==> src/rtl/axi_req_arb_queue.sv <==
// AXI AR/AW ingress: round-robin arbitration into a show-ahead request queue,
// with a registered downstream AR slot. Define REQ_STATS_EN for grant/stall counters.
module axi_req_arb_queue #(
    parameter int unsigned ID_W      = 16,
    parameter int unsigned ADDR_W    = 64,
    parameter int unsigned LEN_W     = 8,
    parameter int unsigned DEPTH     = 16,
    parameter int unsigned AEMPTY_TH = 1
) (
    input  logic                       clk,
    input  logic                       rst_n,
    input  logic [ID_W-1:0]            arid_i,
    input  logic [ADDR_W-1:0]          araddr_i,
    input  logic [LEN_W-1:0]           arlen_i,
    input  logic                       arvalid_i,
    output logic                       arready_o,
    input  logic [ID_W-1:0]            awid_i,
    input  logic [ADDR_W-1:0]          awaddr_i,
    input  logic [LEN_W-1:0]           awlen_i,
    input  logic                       awvalid_i,
    output logic                       awready_o,
    output logic [ID_W-1:0]            arid_o,
    output logic [ADDR_W-1:0]          araddr_o,
    output logic [LEN_W-1:0]           arlen_o,
    output logic                       arvalid_o,
    input  logic                       arready_i,
    output logic                       aempty_o,
    output logic                       full_o,
    output logic [$clog2(DEPTH+1)-1:0] count_o,
    input  logic                       rden_i,
    output logic [ID_W+ADDR_W:0]       data_o
`ifdef REQ_STATS_EN
    ,
    output logic [31:0]                rd_acc_o,
    output logic [31:0]                wr_acc_o,
    output logic [31:0]                stall_o
`endif
);

    localparam int unsigned PTR_W  = $clog2(DEPTH);
    localparam int unsigned CNT_W  = $clog2(DEPTH+1);
    localparam int unsigned DATA_W = 1 + ID_W + ADDR_W;

    typedef enum logic {
        RR_AR,
        RR_AW
    } rr_t;

    rr_t               rr_q;
    logic [DATA_W-1:0] mem [DEPTH];
    logic [PTR_W-1:0]  wr_ptr;
    logic [PTR_W-1:0]  rd_ptr;

    logic              slot_free;
    logic              rd_ok;
    logic              wr_ok;
    logic              grant_rd;
    logic              grant_wr;
    logic              push;
    logic              pop;
    logic [DATA_W-1:0] push_data;
    logic              unused_awlen;

    // Write length is not carried anywhere downstream of this block.
    assign unused_awlen = ^awlen_i;

    assign full_o    = (count_o == CNT_W'(DEPTH));
    assign aempty_o  = (count_o <= CNT_W'(AEMPTY_TH));
    assign slot_free = !arvalid_o || arready_i;
    assign rd_ok     = arvalid_i && !full_o && slot_free;
    assign wr_ok     = awvalid_i && !full_o;

    always_comb begin
        grant_rd = 1'b0;
        grant_wr = 1'b0;
        if (rd_ok && wr_ok) begin
            grant_rd = (rr_q == RR_AR);
            grant_wr = (rr_q == RR_AW);
        end else begin
            grant_rd = rd_ok;
            grant_wr = wr_ok;
        end
    end

    assign arready_o = grant_rd;
    assign awready_o = grant_wr;
    assign push      = grant_rd || grant_wr;
    // Full is judged on the pre-pop count, so push and pop never coincide at full.
    assign pop       = rden_i && (count_o != '0);
    assign push_data = grant_wr ? {1'b1, awid_i, awaddr_i} : {1'b0, arid_i, araddr_i};
    assign data_o    = (count_o != '0) ? mem[rd_ptr] : '0;

    always_ff @(posedge clk or negedge rst_n) begin
        if (!rst_n) begin
            rr_q <= RR_AR;
        end else if (rd_ok && wr_ok) begin
            rr_q <= (rr_q == RR_AR) ? RR_AW : RR_AR;
        end
    end

    always_ff @(posedge clk) begin
        if (push) begin
            mem[wr_ptr] <= push_data;
        end
    end

    always_ff @(posedge clk or negedge rst_n) begin
        if (!rst_n) begin
            wr_ptr  <= '0;
            rd_ptr  <= '0;
            count_o <= '0;
        end else begin
            if (push) begin
                wr_ptr <= wr_ptr + PTR_W'(1);
            end
            if (pop) begin
                rd_ptr <= rd_ptr + PTR_W'(1);
            end
            if (push && !pop) begin
                count_o <= count_o + CNT_W'(1);
            end else if (pop && !push) begin
                count_o <= count_o - CNT_W'(1);
            end
        end
    end

    // A grant can only occur when the slot is free, so a reload wins over the clear.
    always_ff @(posedge clk or negedge rst_n) begin
        if (!rst_n) begin
            arvalid_o <= 1'b0;
            arid_o    <= '0;
            araddr_o  <= '0;
            arlen_o   <= '0;
        end else if (grant_rd) begin
            arvalid_o <= 1'b1;
            arid_o    <= arid_i;
            araddr_o  <= araddr_i;
            arlen_o   <= arlen_i;
        end else if (arready_i) begin
            arvalid_o <= 1'b0;
        end
    end

`ifdef REQ_STATS_EN
    logic stall;

    assign stall = (arvalid_i || awvalid_i) && !push;

    always_ff @(posedge clk or negedge rst_n) begin
        if (!rst_n) begin
            rd_acc_o <= '0;
            wr_acc_o <= '0;
            stall_o  <= '0;
        end else begin
            if (grant_rd && (rd_acc_o != '1)) begin
                rd_acc_o <= rd_acc_o + 32'd1;
            end
            if (grant_wr && (wr_acc_o != '1)) begin
                wr_acc_o <= wr_acc_o + 32'd1;
            end
            if (stall && (stall_o != '1)) begin
                stall_o <= stall_o + 32'd1;
            end
        end
    end
`endif

endmodule

==> config.mk <==
export PLATFORM = sky130hd
export DESIGN_NAME = axi_req_arb_queue
export DESIGN_NICKNAME = d
export VERILOG_FILES = /design/src/rtl/axi_req_arb_queue.sv
export SDC_FILE = /design/constraint.sdc
export NUM_CORES = 2
export LEC_CHECK = 0
export CORE_MARGIN = 2
export CORE_UTILIZATION = 50
export CTS_BUF_LIST = sky130_fd_sc_hd__clkbuf_8
export DETAILED_ROUTE_END_ITERATION = 7
export GPL_TIMING_DRIVEN = 0
export PLACE_DENSITY_LB_ADDON = 0.1
export SLEW_MARGIN = 20
export SYNTH_ARGS = -nofsm -noshare
export SYNTH_HDL_FRONTEND = slang
export SYNTH_SLANG_ARGS = --single-unit
export TNS_END_PERCENT = 20
==> constraint.sdc <==
create_clock -name clk -period 4.15 [get_ports clk]
set_input_delay 0.83 -clock clk [delete_from_list [all_inputs] [get_ports clk]]
set_output_delay 0.83 -clock clk [all_outputs]
set_load 0.01 [all_outputs]
======== After elaboration in Yosys (flattened, before gate mapping) ========
Memories as Yosys holds them, arrays and structs flattened.
Cells that the tools add are included.
W data, S select, Z words.
word-level totals
  flip-flop bits (word level) ............. 103
  memory bits (writable) .................. 1296
  bits of input ports ..................... 182
  output and inout bits ................... 179
  logic and storage cells ................. 43
  memories ................................ 1
cells by class
  add/sub/neg operators ................... 4
  magnitude comparators ................... 1
  eq/ne operators ......................... 1
  multiplexer cells ....................... 11
  bitwise operators ....................... 1
  reduce and logical (&&, ||, !) cells .... 16
memory list
  memory  depth  bits a word  read ports  clocked after Yosys merged registers in  wr ports  RTL line  source
  mem     16     81           1           0                                        1         50        logic [DATA_W-1:0] mem [DEPTH];
operator list
  kind                   number
  $mux W81               2
  $mux W5                2
  $add A4 B1 Y4 const B  2
  $logic_and A1 B1 Y1    7
  $mux W1                7
  $add A5 B1 Y5 const B  1
  $eq A5 B5 Y1 const B   1
  $le A5 B1 Y1 const B   1
  $reduce_bool A5 Y1     1
  $sub A5 B1 Y5 const B  1
  $logic_not A1 Y1       4
  $reduce_bool A2 Y1     2
  $logic_or A1 B1 Y1     2
  $not A1 Y1             1

======== Logic depth before layout (Yosys ltp) ========
  word-level depth ........................ 11
  depth in mapped cells ................... 10
  mapped depth without buffers ............ 10

======== Least setup slack after synthesis ========
Ideal clock, no wire load.
  path kind ............................... input-to-reg
  start ................................... in arready_i
  end ..................................... mem mem[8][0] (netlist bit) (enable)
  library setup time ...................... 448 ps
  arrival ................................. 3404 ps
  required time ........................... 3702 ps
  slack ................................... 298 ps
  cell stages on the path ................. 4
  path buffers ............................ 0
  cell sequence ........................... nand2b_1 > a21oi_1 > nor4b_1 > and2_1
on the way
  cells in the longest elaborated chain, start to end .. 7
  elaborated cells on any way between the ends .. 8
  classes of those cells .................. mux: 4; reduce/logical: 4
ends and longest elaborated chain
  element                          RTL line  source
  start: declaration               26        input logic arready_i,
  $logic_or A1 B1 Y1 *             69        assign slot_free = !arvalid_o || arready_i;
  $logic_and A1 B1 Y1 *            70        assign rd_ok = arvalid_i && !full_o && slot_free;
  $logic_and A1 B1 Y1              76        if (rd_ok && wr_ok) begin
  $mux W1                          76
  $logic_or A1 B1 Y1 *             87        assign push = grant_rd || grant_wr;
  $mux W1 *                        102       if (push) begin
  $mux W1 (implied by the code) *  103       mem[wr_ptr] <= push_data;
  end: declaration                 50
Every way passes the cells marked *; elsewhere a longest branch is shown, timed or not.

======== Worst setup path in the final report ========
  start ................................... reg count_o[1]
  end ..................................... out data_o[14]
on the way
  cells in the longest elaborated chain, start to end .. 2
ends and longest elaborated chain
  element                   RTL line  source
  start: declaration        29        output logic [$clog2(DEPTH+1)-1:0] count_o,
  start signal: assignment  120       count_o <= count_o + CNT_W'(1);
  start signal: assignment  122       count_o <= count_o - CNT_W'(1);
  $reduce_bool A5 Y1        91        assign data_o = (count_o != '0) ? mem[rd_ptr] : '0;
  $mux W81                  91
  end: declaration          31        output logic [ID_W+ADDR_W:0] data_o
Every way passes these cells.

==> metrics.md <==
| Metric | Value |
|---|---|
| P_leak | 22.2 nW |
| Fin. Hold Viols | 0 |
| Routability Congestion | about 0.73 |
| Io pins | around 360 |
| Final setup fails | 0 |
| Post-synth top area share | 71.6% |
| Worst Setup Start Kind | flip-flop |
| DR WL/cell | 28.4 um |
| RSZ-0062 raised after global routing | true |
| Post-synthesis sequential area ratio | 76.4% |
| Syn Inst Count | between 2k and 2.5k |
| WP data required | ~3.3 ns |
| Drt pass-1 iters | 5 |
| Share of layout cells above drive strength 1 | a little over a third |
| Post-DP Area | just over 60000 um2 |
| Layout area overhead | 20.8% |
| Worst hold path class | input port to asynchronous set/reset pin |
| CTS tree | built |
| Max cap viols | 0 |
| Layer with the highest usage | met2 |
| #FFs+latches synth | 1399 |
| Power Dens Cells | 722 nW/um2 |
| Clock Sink Count | 1399 |
| Comb pwr share | 37.4% |
| First-pass GRT wire length | around 190000 um |
| Final period util | 97.8% |
| M1 GR Usage | 32.7% |
| Row count | 120 |
| Die Wd | 334 um |
| Post-Syn Nets | approximately 2.5k |
| Clock power share | a little under a quarter |
| Main synth FF type | edfxtp_1 |
| Met2 GRT Util | between 30% and 40% |
| Internal power | approximately 32 mW |
| Gr usage total | between 20% and 30% |
| Design area | roughly 66000 um2 |
| Net Sw Power | between 15 and 20 mW |
| Status | completed |
| Setup Crit Path Kind | flip-flop to output pin |
| Clk_lat worst skew | 0.87 ns |
| Grt total ovfl | 0 |
| Die H | ~330 um |
| Synth warn | 0 |
| Seq pwr share | 39.9% |
| Nets | about 3.2k |
| Worst Path Arrival | about 3.2 ns |
| Core area | 107000 um2 |
| Initial Util | 50.6% |
| Setup Skew | about 0.029 ns |
| Cell area after synthesis | 54300 um2 |
| Unique masters post-synth | 42 |
| PortBufs | about 350 |
| Vias in the first global route | between 20k and 30k |
| Fmax | approximately 250 MHz |
| Longest Clk Path Bufs | 3 |
| Largest net degree at the start of global routing | 65 |
| Largest area contributor in the netlist | edfxtp_1 |
| Worst rel slew slack | between 40 and 50% |
| Root Driver | clkbuf_8 |
| Post-synth EDFFs | roughly 1.3k |
| Synth top area cells | edfxtp_1 72%, mux4_2 13%, dfrtp_1 4.7% |
| Post-Syn Area per Cell | between 20 and 25 um2 |
| Core Util, Final | 61.1% |
| VDD IR max | approximately 0.36 mV |
| DRT antenna net count | 0 |
| Drt via density | about 5.8 |
| Nature of the critical path endpoint | output pin |
| DRC errors left | 0 |
| DR vias | about 27k |
| GR Util met3 | approximately 3.8% |
| Initial antenna violation count | 3 |
| Crit-path max FO | 10 |
| Fin crit period | around 4.1 ns |
| Clock-pin slew on the worst setup and hold paths | around 0.06 ns |
| Sw frac | approximately 33% |
| Final HPWL from detailed placement | about 81000 um |
| Die area | ~110000 um2 |
| CTS buffer count | between 200 and 250 |
| H-tree depth | 4 |
| Routed WL | 129000 um |
| Slew Limit Fails | 0 |
| Worst-Margin Slew | ~0.76 ns |
| 1st-iter DRT viols | roughly 2.7k |
| Fraction of registers with async set/reset | 7.36% |
## worst max-delay path: stages, from the launching register on
cell	delay (ns)
dfrtp_2	0.42
inv_4	0.08
ha_4	0.13
nor4b_4	0.48
buf_4	0.24
nor3_4	0.05
buf_4	0.18
buf_6	0.17
a22oi_2	0.19
o21ai_1	0.11
dlygate4sd2_1	0.30
## flip-flops by register name, summed over array words and instances, names as in the netlist
name	cells
mem	1296
arlen_o	8
rd_ptr	4
wr_ptr	4
arid_o	16
arvalid_o	1
count_o	5
rr_q	1
araddr_o	64
## power groups by stage
stage,Combinational (mW),Sequential (mW),Clock [mW]
after floorplan,9.28,19.4,0
after global placement,16.4,19.4,0
after detailed placement,17.1,19.2,0
after CTS,18.1,18.9,11.0
after global routing,18.8,19.1,11.6
final,17.7,18.9,10.7
## kinds of logic (layout without fill, tap and decap cells)
logic type / after synthesis / in the layout / synth area share [%]
buf+inv: 135 / 938 / 1.54
mux: 575 / 575 / 19.1
flops: 1399 / 1399 / 76.4
other cells: 0 / 2 / 0
compound gates: 168 / 168 / 1.96
xor+xnor: 12 / 12 / 0.193
simple gates: 51 / 51 / 0.631
fa+ha+maj: 10 / 10 / 0.230
## layer usage
| layer | up-vias | wire length [um] |
|---|---|---|
| li1 | 11200 | - |
| met1 | 14300 | 54400 |
| met2 | 886 | 65600 |
| met3 | 153 | 7590 |
| met4 | 0 | 1840 |
| met5 | - | 0 |
## final cells by class
cell class	count	area [um2]
inverters	7	32.5
fillers	7500	41700
flip-flops and latches	1399	41500
diodes	2	5.00
plain buffers	128	1310
repair buffers	402	4340
clock inverters	158	737
multi-input cells	816	12600
clock buffers	243	3340
well taps	1403	1760
## cell usage after synthesis, types with 8 or more instances
| master | instances |
|---|---|
| buf_6 | 9 |
| buf_2 | 66 |
| mux2_4 | 88 |
| o21ai_1 | 8 |
| and2_1 | 12 |
| dfrtp_1 | 103 |
| mux2i_1 | 82 |
| mux2_2 | 81 |
| ha_1 | 10 |
| o21ai_0 | 74 |
| nand2_1 | 8 |
| a22oi_1 | 81 |
| edfxtp_1 | 1296 |
| clkbuf_1 | 28 |
| mux4_2 | 324 |
| buf_12 | 9 |
| buf_1 | 8 |
## path summary, 6_finish.rpt
check                                to          from  cells after the start  slack, ns
setup / recovery             data_o[14]    count_o[1]                     10       0.09
hold / removal               arlen_o[3]         rst_n                      2       0.47
setup reg to reg             mem[1][30]    count_o[1]                      8       1.08
hold reg to reg            araddr_o[49]  araddr_o[49]                      1       0.51
max in group asynchronous  araddr_o[32]         rst_n                      3       2.88
min in group clk           araddr_o[49]  araddr_o[49]                      1       0.51
## what timing repair did
| item | in CTS | in global routing |
|---|---|---|
| pin swaps | 9 | 26 |
| buffers inserted | 13 | 0 |
| setup endpoints to repair | 83 | 74 |
| hold buffers | 1 | 0 |
| endpoints found under the hold margin | 39 | 0 |
| gates resized for setup | 448 | 88 |
## cells in the final DEF (no fill, tap or decap), types with 27 or more instances in the layout
cell type / count
edfxtp_1: 1296
mux4_2: 324
clkdlybuf4s50_1: 269
clkbuf_8: 250
dfrtp_1: 101
mux2_4: 88
mux2i_1: 82
inv_1: 81
mux2_2: 81
a22oi_2: 72
buf_4: 53
o21ai_2: 43
clkinv_1: 43
clkbuf_2: 33
o21ai_1: 31
dlygate4sd2_1: 31
clkinv_2: 28
buf_12: 27
## metrics by stage
stage	instances	power (mW)	setup slack, ns	hold slack (ns)	setup TNS [ns]
6_report	4558	47.4	0.0924	0.467	0
5_1_grt	4558	49.5	-0.0455	0.465	-0.419
3_5_place_dp	4141	36.3	-0.523	0.492	-8.56
2_1_floorplan	2350	28.6	0.298	0.524	0
4_1_cts	4556	48.0	-0.112	0.390	-1.51
3_3_place_gp	4105	35.8	-2.59	0.492	-3508.42
Power figures use the tool's default switching activity.
